## src/rtl/ex_muldiv_ctrl_if.sv

```systemverilog
// ex_muldiv_ctrl_if: EX-stage <-> multiply/divide controller bundle.
// Ports: master = EX side (valid/op/read/flush/A/B out; stall/busy/HI/LO in); slave = MDU side.
interface ex_muldiv_ctrl_if #(
   parameter int DATA_W = 32
);
   logic              EX_MDUValid;
   logic [2:0]        EX_MDUOp;
   logic              EX_HILORead;
   logic              EX_Flush;
   logic [DATA_W-1:0] EX_A;
   logic [DATA_W-1:0] EX_B;
   logic              MDU_Stall;
   logic              MDU_Busy;
   logic [DATA_W-1:0] HI;
   logic [DATA_W-1:0] LO;

   modport master (
      output EX_MDUValid, EX_MDUOp, EX_HILORead, EX_Flush, EX_A, EX_B,
      input  MDU_Stall, MDU_Busy, HI, LO
   );

   modport slave (
      input  EX_MDUValid, EX_MDUOp, EX_HILORead, EX_Flush, EX_A, EX_B,
      output MDU_Stall, MDU_Busy, HI, LO
   );
endinterface

```

## src/rtl/ex_muldiv_ctrl.sv

```systemverilog
// ex_muldiv_ctrl: iterative radix-2 MULT/MULTU/DIV/DIVU sequencer owning HI/LO.
// Ports: clk, rst_n (sync, active low), ex (slave: EX op/operands in, stall/busy/HI/LO out).
// Option: define MDU_EARLY_OUT_EN to end a multiply once the multiplier runs out of ones.
module ex_muldiv_ctrl #(
   parameter int DATA_W = 32,
   parameter int CNT_W  = 6
) (
   input logic             clk,
   input logic             rst_n,
   ex_muldiv_ctrl_if.slave ex
);
   localparam int W2 = 2 * DATA_W;

   typedef enum logic [1:0] {
      IDLE = 2'd0,
      BUSY = 2'd1,
      DONE = 2'd2
   } state_t;

   state_t            state;
   state_t            state_nxt;
   logic [CNT_W-1:0]  cnt;
   logic [W2-1:0]     acc;
   logic [W2-1:0]     mcand;
   logic [DATA_W-1:0] opb;
   logic [DATA_W-1:0] a_raw;
   logic [DATA_W-1:0] hi;
   logic [DATA_W-1:0] lo;
   logic              is_div;
   logic              sign_q;
   logic              sign_r;

   logic op_sgn;
   logic op_mul;
   logic op_div;
   logic op_mthi;
   logic op_mtlo;

   always_comb begin
      op_sgn  = 1'b0;
      op_mul  = 1'b0;
      op_div  = 1'b0;
      op_mthi = 1'b0;
      op_mtlo = 1'b0;
      case (ex.EX_MDUOp)
         3'b001: begin
            op_mul = 1'b1;
            op_sgn = 1'b1;
         end
         3'b010: op_mul = 1'b1;
         3'b011: begin
            op_div = 1'b1;
            op_sgn = 1'b1;
         end
         3'b100: op_div = 1'b1;
         3'b101: op_mthi = 1'b1;
         3'b110: op_mtlo = 1'b1;
         default: ;
      endcase
   end

   logic live;
   logic idle;
   logic issue;
   logic mt_ok;

   assign idle  = (state == IDLE);
   assign live  = ex.EX_MDUValid & ~ex.EX_Flush;
   assign issue = live & idle & (op_mul | op_div);
   assign mt_ok = live & idle;

   logic              a_neg;
   logic              b_neg;
   logic [DATA_W-1:0] a_abs;
   logic [DATA_W-1:0] b_abs;

   assign a_neg = op_sgn & ex.EX_A[DATA_W-1];
   assign b_neg = op_sgn & ex.EX_B[DATA_W-1];
   assign a_abs = a_neg ? -ex.EX_A : ex.EX_A;
   assign b_abs = b_neg ? -ex.EX_B : ex.EX_B;

   // Shifted partial remainder minus divisor. The true result lies in
   // [-d, d-1], so DATA_W+1 bits hold it and the top bit is the sign.
   logic [DATA_W:0] trial;
   assign trial = acc[W2-1:DATA_W-1] - {1'b0, opb};

   logic cnt_end;
   logic last_step;
   assign cnt_end = (cnt == CNT_W'(DATA_W - 1));

`ifdef MDU_EARLY_OUT_EN
   // Stop once the multiplier left after this step is zero.
   assign last_step = cnt_end | (~is_div & ((opb >> 1) == '0));
`else
   assign last_step = cnt_end;
`endif

   always_ff @(posedge clk) begin
      if (!rst_n) state <= IDLE;
      else        state <= state_nxt;
   end

   always_comb begin
      state_nxt = state;
      unique case (state)
         IDLE:    if (issue) state_nxt = BUSY;
         BUSY:    if (last_step) state_nxt = DONE;
         DONE:    state_nxt = IDLE;
         default: state_nxt = IDLE;
      endcase
   end

   logic [W2-1:0]     mul_res;
   logic [DATA_W-1:0] quo;
   logic [DATA_W-1:0] rem;

   assign mul_res = sign_q ? -acc : acc;
   assign quo     = sign_q ? -acc[DATA_W-1:0] : acc[DATA_W-1:0];
   assign rem     = sign_r ? -acc[W2-1:DATA_W] : acc[W2-1:DATA_W];

   // acc: product for MUL; {remainder, dividend/quotient} for DIV.
   always_ff @(posedge clk) begin
      if (!rst_n) begin
         cnt    <= '0;
         acc    <= '0;
         mcand  <= '0;
         opb    <= '0;
         a_raw  <= '0;
         is_div <= 1'b0;
         sign_q <= 1'b0;
         sign_r <= 1'b0;
         hi     <= '0;
         lo     <= '0;
      end else begin
         unique case (state)
            IDLE: begin
               if (issue) begin
                  cnt    <= '0;
                  is_div <= op_div;
                  a_raw  <= ex.EX_A;
                  sign_q <= a_neg ^ b_neg;
                  sign_r <= a_neg;
                  opb    <= b_abs;
                  mcand  <= {{DATA_W{1'b0}}, a_abs};
                  acc    <= op_div ? {{DATA_W{1'b0}}, a_abs} : '0;
               end else if (mt_ok & op_mthi) begin
                  hi <= ex.EX_A;
               end else if (mt_ok & op_mtlo) begin
                  lo <= ex.EX_A;
               end
            end
            BUSY: begin
               cnt <= cnt + CNT_W'(1);
               if (is_div) begin
                  if (!trial[DATA_W])
                     acc <= {trial[DATA_W-1:0], acc[DATA_W-2:0], 1'b1};
                  else
                     acc <= {acc[W2-2:0], 1'b0};
               end else begin
                  if (opb[0]) acc <= acc + mcand;
                  mcand <= {mcand[W2-2:0], 1'b0};
                  opb   <= opb >> 1;
               end
            end
            DONE: begin
               if (is_div) begin
                  if (opb == '0) begin
                     lo <= '1;
                     hi <= a_raw;
                  end else begin
                     lo <= quo;
                     hi <= rem;
                  end
               end else begin
                  hi <= mul_res[W2-1:DATA_W];
                  lo <= mul_res[DATA_W-1:0];
               end
            end
            default: ;
         endcase
      end
   end

   assign ex.MDU_Busy  = ~idle;
   assign ex.MDU_Stall = (ex.EX_MDUValid | ex.EX_HILORead) & ~idle & ~ex.EX_Flush;
   assign ex.HI        = hi;
   assign ex.LO        = lo;
endmodule

```

## src/flat_wrapper.sv

```systemverilog
// flat-port wrapper written by rule: the top's interface ports become plain ports
module ex_muldiv_ctrl_flat 
#(
   parameter int DATA_W = 32,
   parameter int CNT_W  = 6
)
  (clk, rst_n, ex_EX_MDUValid, ex_EX_MDUOp, ex_EX_HILORead, ex_EX_Flush, ex_EX_A, ex_EX_B, ex_MDU_Stall, ex_MDU_Busy, ex_HI, ex_LO);
  ex_muldiv_ctrl_if #(.DATA_W(DATA_W)) ex_i ();
  input logic clk;
  input logic rst_n;
  input wire logic [$bits(ex_i.EX_MDUValid)-1:0] ex_EX_MDUValid;
  input wire logic [$bits(ex_i.EX_MDUOp)-1:0] ex_EX_MDUOp;
  input wire logic [$bits(ex_i.EX_HILORead)-1:0] ex_EX_HILORead;
  input wire logic [$bits(ex_i.EX_Flush)-1:0] ex_EX_Flush;
  input wire logic [$bits(ex_i.EX_A)-1:0] ex_EX_A;
  input wire logic [$bits(ex_i.EX_B)-1:0] ex_EX_B;
  output wire logic [$bits(ex_i.MDU_Stall)-1:0] ex_MDU_Stall;
  output wire logic [$bits(ex_i.MDU_Busy)-1:0] ex_MDU_Busy;
  output wire logic [$bits(ex_i.HI)-1:0] ex_HI;
  output wire logic [$bits(ex_i.LO)-1:0] ex_LO;
  assign ex_i.EX_MDUValid = ex_EX_MDUValid;
  assign ex_i.EX_MDUOp = ex_EX_MDUOp;
  assign ex_i.EX_HILORead = ex_EX_HILORead;
  assign ex_i.EX_Flush = ex_EX_Flush;
  assign ex_i.EX_A = ex_EX_A;
  assign ex_i.EX_B = ex_EX_B;
  assign ex_MDU_Stall = ex_i.MDU_Stall;
  assign ex_MDU_Busy = ex_i.MDU_Busy;
  assign ex_HI = ex_i.HI;
  assign ex_LO = ex_i.LO;
  ex_muldiv_ctrl #(.DATA_W(DATA_W), .CNT_W(CNT_W)) u_core (.clk(clk), .rst_n(rst_n), .ex(ex_i));
endmodule
```

## config.mk

```make
export PLATFORM = sky130hd
export DESIGN_NAME = ex_muldiv_ctrl_flat
export DESIGN_NICKNAME = d
export VERILOG_FILES = /design/src/rtl/ex_muldiv_ctrl_if.sv /design/src/rtl/ex_muldiv_ctrl.sv /design/src/flat_wrapper.sv
export SDC_FILE = /design/constraint.sdc
export NUM_CORES = 1
export LEC_CHECK = 0
export CAP_MARGIN = 20
export CORE_AREA = 4 4 236 238
export CTS_CLUSTER_DIAMETER = 40
export CTS_CLUSTER_SIZE = 20
export DETAILED_ROUTE_END_ITERATION = 7
export DIE_AREA = 0 0 240 242
export HOLD_SLACK_MARGIN = 0.03
export PLACE_DENSITY_LB_ADDON = 0.05
export SYNTH_ARGS = -nofsm -noshare
export SYNTH_HDL_FRONTEND = slang
export SYNTH_SLANG_ARGS = --single-unit
```

## constraint.sdc

```tcl
create_clock -name clk -period 5.99 [get_ports clk]
set_input_delay 0.599 -clock clk [delete_from_list [all_inputs] [get_ports clk]]
set_output_delay 0.599 -clock clk [all_outputs]
set_load 0.05 [all_outputs]
```

==> results of run 1 <==
[through the flow]
| stage | instances | instance area [sq um] |
|---|---|---|
| 2_1_floorplan | 2861 | 21300 |
| 3_3_place_gp | 3506 | 23000 |
| 3_5_place_dp | 3506 | 23000 |
| 4_1_cts | 3626 | 25300 |
| 5_1_grt | 3627 | 25300 |
| 6_report | 3627 | 25300 |
[power breakdown]
group	internal, uW	switching, uW	leakage [uW]
clock network	2620	1170	0.00116
registers	1860	103	0.00217
logic	479	859	0.00660
[layout by cell type (no fill, tap or decap), types with 38 or more instances in the layout]
cell type	instances
nand2_1	334
a21oi_1	292
dfxtp_1	265
o21ai_0	229
nor2_1	212
clkdlybuf4s50_1	136
xnor2_1	127
ha_1	100
xor2_1	96
a21boi_0	81
nor2b_1	77
a211oi_1	72
inv_1	71
clkbuf_16	71
o221ai_1	46
a21o_1	42
nand3_1	40
buf_4	40
nor3_1	38
[cell families after synthesis]
family	count (synthesis)
AOI/OAI and AO/OA	1031
xor gates and xnor gates	224
adders and majority gates	102
buffers and inverters	300
DFF	267
muxes	31
and+or+nand+nor	906
[final cells by class]
cell class	instances	share of cell area [%]
clock inverters	28	1.53
repair buffers	179	6.78
multi-input cells	2294	58.4
well taps	696	3.44
flip-flops and latches	267	21.1
clock buffers	92	7.75
inverters	71	1.05
[registers in the layout, indices dropped and copies added (netlist names)]
signal         count
u_core.opb        32
u_core.ex.LO      32
u_core.sign_q      1
u_core.mcand      64
u_core.sign_r      1
u_core.cnt         6
u_core.ex.HI      32
u_core.is_div      1
u_core.acc        64
u_core.state       2
u_core.a_raw      32
[critical path, delay by kind of cell, from the launching register on]
family,cells,cell delay [ps]
simple gates,1,160
flops,1,360
xor+xnor,1,160
compound gates,8,2880
fa+ha+maj,2,690
[metal layers]
layer  vias to the layer above  global-route usage (%)  part of all wire, %
li1                      10500                       -                    -
met1                     10700                    41.1                   47
met2                       734                    44.0                   44
met3                       121                    6.03                  6.6
met4                         0                    7.57                  2.4
met5                         -                       0                    0
[path summary, 6_finish.rpt]
path                                       start                to  cells after the start
worst max register to register     u_core.acc[0]    u_core.acc[60]                     12
worst max-delay path               u_core.acc[0]    u_core.acc[60]                     12
worst min-delay path            u_core.ex.HI[21]  u_core.ex.HI[21]                      2
worst min register to register  u_core.ex.HI[21]  u_core.ex.HI[21]                      2
==> impl_metrics.ini, run 1 <==
[timing]
setup_slack_ps = 1600
finalCritPeriodShare_pct = 73.2
tns_ps = 0
holdWs_ps = 451
slew_viol_final = 0
fin_crit_ps = 4390
fin_skew_ps = 26.2
hold_viol_final = 0
grt_setup_unrepaired = false
slew_headroom_pct = 27.5
setup_viol = 0
worstMarginPinSlew_ps = 1080
max_freq_mhz = 228

[worst_setup_path]
crit_type = reg -> reg
worst_setup_path_end_kind = register
crit_slowest_cell = a41oi_1
r2r_slack_ps = 1600
cp_max_fo = 6
critPathArrivalTime_ps = 4860
critical_path_required_ps = 6460
cp_cell_sequence = ha_1 -> fa_1 -> a211oi_1 -> nor2_1 -> o21ai_1 -> a311oi_1 -> a41oi_1 -> o21ai_1 -> a21oi_1 -> o211ai_1 -> xor2_1 -> a221o_1
cpPeakStageDelay_ps = 710
critPathLaunchType = register
path_common_cell = o21ai_1

[finish]
regArea_sq_um = 5350
fill_cells = 5394
drive_above_1_share_pct = 7.71
post-route-util_pct = 47.3
syn2layout_area_growth_pct = 19.2
multiInputGateArea_sq_um = 14800
antenna_cells = 0
nets = 3056

[place]
gp_congestion = 0.957
dp_hpwl_um = 64800
pre_cts_ws_ps = 1740
io_buffers = 137

[logic_synthesis]
async_flop_share_pct = 0
netlist_top_cells_count = nand2_1, a21oi_1, dfxtp_1
synth.largest_area_cell = dfxtp_1
synth_most_common_cell = nand2_1
yosys.area_share.adder_pct = 6.07
synth_mux_area_share_pct = 1.50
ys_top_cells_by_area = dfxtp_1, a21oi_1, nand2_1
syn-num-nets = 3035
synth_top_family_by_area = compound AO/OA/AOI/OAI gates
ys_ff_latch = 267
synth-xor-area-share_pct = 9.27
yosysWarningCount = 0
synth-main-ff-cell = dfxtp_1
synth_compound_area_share_pct = 31.7
synth_edf_count = 0
syn_area_sq_um = 21300
ys_seq_area_share_pct = 25.1
synthCells = 2861
synth-simple-area-share_pct = 20.8
synth_top_area_share_pct = 25.1
synth_area_per_cell_sq_um = 7.43
synth_cell_types = 95

[clock_network]
cts_hold_buffers = 0
cts_resized = 0
path_clk_slew_ps = 50
clk_path_buf_depth = 3
cts_root_buf = clkbuf_16
tritoncts = built
clkLatencyLatePin_ps = 590
cts_setup_buffers = 0
cts_buffers = 69
clock_sinks = 267
htree_levels = 3

[floorplan]
initial_core_util_pct = 39.7
die_area_sq_um = 58100
rows = 85
die_x_um = 240
ios = 138
die_h_um = 242
core_area_sq_um = 53600

[power_and_ir_drop]
leakagePower_uw = 0.00993
ir_worst_vdd_mv = 0.198
p_total_uw = 7100
powerDensity_nw_per_um2 = 280

[outcome]
status = completed

[grt]
grt_max_degree = 91
grt-ovfl-total = 0
track_usage_pct = 28.8
grt_pass1_vias = 20800
grt_pass1_wl_um = 131000
antenna_found_initial = 0

[detailed_routing]
post_drt_via_cell_ratio = 6.07
ant_nets = 0
finalWirelength_um = 87200
first_pass_iters = 7
dr_total_vias = 22000
detail_route.iter0.violations = 1940
drcViolationCount = 0
wl_per_cell_um = 24.0

[worst_hold_path]
worstHoldPathType = reg -> reg

[job]
drv_cap = 0
Power figures use the tool's default switching activity.
==> run 2, diff against run 1 <==
- clock period: 5.99 -> 4.4 ns (I/O delays scaled with it)
==> run 2 against run 1 <==
Effect of this change: non-clock buffer count rose by 43; sequential cell count did not move; core utilization rose by 0.58 points; global-route usage fell by 0.60 points; first-iteration DRC count fell by 4.4%; setup slack got worse by 1300 ps.
==> impl_metrics.ini, run 2 (same netlist as run 1, synthesis figures left out) <==
[worst_setup_path]
critPathCapture = u_core.acc[60]
cp_max_fo = 6
critical_path_required_ps = 4890
rr_startpoint = u_core.acc[0]
crit_path_start = u_core.acc[0]
crit_type = reg -> reg
reg2reg_depth = 12
r2r_slack_ps = 290
worst_setup_path_end_kind = register
r2r_end = u_core.acc[60]
critPathLaunchType = register
critPathArrivalTime_ps = 4600

[detailed_routing]
finalWirelength_um = 85300
post_drt_via_cell_ratio = 6.06
first_pass_iters = 5
ant_nets = 0
drcViolationCount = 0
wl_per_cell_um = 23.3
dr_total_vias = 22200
detail_route.iter0.violations = 1854

[clock_network]
cts_root_buf = clkbuf_16
htree_levels = 2
tritoncts = built
cts_buffers = 60
clk_path_buf_depth = 3
cts_setup_buffers = 0
clock_sinks = 267
path_clk_slew_ps = 50
clkLatencyLatePin_ps = 620

[finish]
reg_top3 = u_core.acc x64, u_core.mcand x64
final_cell_mix = nand2_1, a21oi_1, dfxtp_1
syn2layout_area_growth_pct = 20.7
final_common_cell = nand2_1
drive_above_1_share_pct = 9.00
antenna_cells = 0
nets = 3090

[place]
io_buffers = 137
pre_cts_ws_ps = 343
gp_congestion = 0.937
dp_hpwl_um = 63900

[floorplan]
rows = 85
die_h_um = 242
initial_core_util_pct = 39.7
ios = 138
die_area_sq_um = 58100
die_x_um = 240
core_area_sq_um = 53600

[power_and_ir_drop]
swShare_pct = 30.0
seqPwrFrac_pct = 27.8
combPwrFrac_pct = 19.3
switching_power_uw = 2860
powerDensity_nw_per_um2 = 372
ir_worst_vdd_mv = 0.418
power.internal_uw = 6680
leakagePower_uw = 0.0101
pwr-share-clk_pct = 52.9

[grt]
track_usage_pct = 28.2
grt_pass1_vias = 21000
antenna_found_initial = 0
grt-ovfl-total = 0
grt_max_degree = 112
grt_pass1_wl_um = 129000

[timing]
slew_headroom_pct = 23.5
setup_viol = 0
max_freq_mhz = 244
fin_crit_ps = 4110
setup_slack_ps = 294
worstMarginPinSlew_ps = 1140
grt_setup_unrepaired = false
tns_ps = 0
fin_skew_ps = 30.4
slew_viol_final = 0
hold_viol_final = 0
finalCritPeriodShare_pct = 93.3

[outcome]
status = completed

[job]
drv_cap = 0

[worst_hold_path]
worstHoldPathType = in -> reg
[run 2: layer usage]
metal	GRT usage, %	vias up	wire [um]
met1	40.8	10800	40200
met3	5.01	137	5820
met5	0	-	0
li1	-	10500	-
met2	43.0	745	37100
met4	7.67	0	2210
[run 2: critical path, stage by stage (launching register included)]
cell and delay [ps]:
dfxtp_1 360, ha_1 250, fa_1 430, a211oi_1 260
nor2_1 150, o21ai_1 330, a311oi_2 230, a41oi_1 550
o21ai_1 290, a21oi_1 460, o211ai_1 180, xor2_1 170
a221o_1 310
[run 2: how the worst min path moves through the flow]
stage | from | endpoint | cells after the start
final | rst_n | u_core.acc[62] | 3
after CTS | rst_n | u_core.acc[62] | 3
after global routing | rst_n | u_core.acc[62] | 3
after global placement | u_core.ex.HI[29] | u_core.ex.HI[29] | 2
after floorplan | u_core.a_raw[10] | u_core.a_raw[10] | 2
after detailed placement | u_core.ex.HI[23] | u_core.ex.HI[23] | 2
[run 2: power groups by stage]
stage	logic [uW]	registers, uW	clock network (uW)
6_report	1840	2660	5050
3_5_place_dp	1810	2700	0
5_1_grt	2010	2670	5240
4_1_cts	1820	2650	5110
2_1_floorplan	1200	2680	0
3_3_place_gp	1800	2690	0
[run 2: metrics by stage]
stage / hold slack, ps / cells / area (sq um) / utilization, % / power (uW)
floorplan: 440 / 2861 / 21300 / - / 3880
global placement: 445 / 3548 / 23300 / 43.5 / 4490
detailed placement: 450 / 3549 / 23400 / 43.6 / 4510
CTS: 173 / 3662 / 25600 / 47.8 / 9590
global route: 211 / 3663 / 25700 / 47.9 / 9910
finish: 204 / 3663 / 25700 / 47.9 / 9550
[run 2: layout make-up]
class	count	area, sq um
Clock buffer	71	1600
Clock inverter	42	663
Fill cell	5368	27900
Inverter	71	267
Multi-Input combinational cell	2294	14800
Sequential cell	267	5350
Tap cell	696	871
Timing Repair Buffer	222	2100
[run 2: repair_timing]
item                                    CTS  global route
resized for setup                         0             1
endpoints found under the setup margin    0             1
hold buffers                              0             0
==> run 3, diff against run 2 <==
- CORE_AREA: 4 4 236 238 -> 4 4 192 194
- DIE_AREA: 0 0 240 242 -> 0 0 196 198
==> run 3 against run 2 <==
Effect of this change: global-route usage grew 11 points; non-clock buffer count shrank 7; sequential cell count is the same; final area decreased by 3.6%; sequential power about the same; clock skew is 8.4 ps lower; power decreased by 11%; via count up 4.1%; fmax is 3.7% higher; critical path depth increased by 2; combinational power barely moved.
==> impl_metrics.ini, run 3 (same netlist as run 1, synthesis figures left out) <==
[outcome]
status = completed

[clock_network]
clk_path_buf_depth = 3
tritoncts = built
cts_hold_buffers = 0
htree_levels = 2
cts_setup_buffers = 0
cts_resized = 0
path_clk_slew_ps = 50
clock_sinks = 267
cts_buffers = 51
cts_root_buf = clkbuf_16
clkLatencyLatePin_ps = 600

[grt]
grt-ovfl-total = 0
antenna_found_initial = 1
grt_pass1_wl_um = 122000
grt_max_degree = 90
grt_pass1_vias = 21400
track_usage_pct = 39.0

[timing]
tns_ps = 0
setup_slack_ps = 442
finalCritPeriodShare_pct = 90.0
hold_viol_final = 0
slew_headroom_pct = 34.4
fin_crit_ps = 3960
slew_viol_final = 0
setup_viol = 0
max_freq_mhz = 253
fin_skew_ps = 22.1
worstMarginPinSlew_ps = 984
grt_setup_unrepaired = false

[detailed_routing]
first_pass_iters = 6
post_drt_via_cell_ratio = 6.79
dr_total_vias = 23100
detail_route.iter0.violations = 2817
drcViolationCount = 0
ant_nets = 0
finalWirelength_um = 79100
wl_per_cell_um = 23.3

[place]
gp_congestion = 1.06
io_buffers = 137
dp_hpwl_um = 58900
pre_cts_ws_ps = 560

[finish]
final_common_cell = nand2_1
reg_top3 = u_core.acc x64, u_core.mcand x64
antenna_cells = 0
drive_above_1_share_pct = 8.30
syn2layout_area_growth_pct = 16.3
final_cell_mix = nand2_1, a21oi_1, dfxtp_1
nets = 3074
fill_cells = 2969

[worst_setup_path]
worst_setup_path_end_kind = register
path_delay_family = compound AO/OA/AOI/OAI gates
crit_slowest_cell = xnor2_4
crit_type = reg -> reg
critPathLaunchType = register
cp_num_buf_inv = 2
path_common_cell = a21oi_1
cpPeakStageDelay_ps = 530
critPathArrivalTime_ps = 4470
cp_cell_sequence = inv_1 -> ha_1 -> fa_1 -> nand2b_1 -> a21oi_1 -> o21ai_2 -> o22a_1 -> o31a_1 -> xnor2_4 -> buf_4 -> nand3_1 -> a31oi_1 -> a21oi_1 -> o2bb2ai_1
cp_max_fo = 20
critical_path_required_ps = 4910

[power_and_ir_drop]
powerDensity_nw_per_um2 = 342
ir_worst_vdd_mv = 0.406
leakagePower_uw = 0.00981

[floorplan]
core_area_sq_um = 35200
initial_core_util_pct = 60.3
die_area_sq_um = 38800
die_h_um = 198
die_x_um = 196
rows = 69
ios = 138

[job]
drv_cap = 0

[worst_hold_path]
worstHoldPathType = in -> reg
run 3: cell types whose count changed in the layout (fill, tap and decap cells not counted), moves of 4 or more:
cell,previous run,this run
clkbuf_1,5,1
clkbuf_16,60,53
inv_6,2,11
bufinv_16,15,3
run 3: path summary, 6_finish.rpt:
kind	startpoint	end	slack, ps	depth (start not counted)
max	u_core.acc[31]	u_core.acc[63]	440	14
min	rst_n	u_core.cnt[3]	300	2
max reg2reg	u_core.acc[31]	u_core.acc[63]	440	14
min reg2reg	u_core.ex.HI[13]	u_core.ex.HI[13]	450	2
run 3: area by class of cell:
cell class	instances	area (sq um)	share of cell area, %
multi-input cells	2294	14800	59.8
flip-flops and latches	267	5350	21.6
inverters	71	267	1.08
repair buffers	215	1990	8.05
well taps	461	577	2.33
clock inverters	35	347	1.40
clock buffers	59	1400	5.66
run 3: report_power, final:
part | switching [uW] | internal (uW)
Clock | 1500 | 2490
Sequential | 137 | 2520
Combinational | 1140 | 665
run 3: per-layer routing:
layer / wire length [um] / vias up / share of wire, % / global-route usage, %
li1: - / 10500 / - / -
met1: 32300 / 10900 / 41 / 53.7
met2: 33400 / 1448 / 42 / 58.2
met3: 10000 / 256 / 13 / 10.5
met4: 3450 / 0 / 4.4 / 15.5
met5: 0 / - / 0 / 0
run 3: metrics by stage:
stage                     hold WS (ps)  utilization (%)  area (sq um)  std cells  total power (uW)
after global routing               316             70.2         24700       3402              8750
after detailed placement           446             65.1         22900       3307              4440
after CTS                          284             70.1         24700       3401              8410
after floorplan                    440                -         21300       2861              3880
after global placement             444             65.1         22900       3307              4410
final                              300             70.2         24700       3402              8460
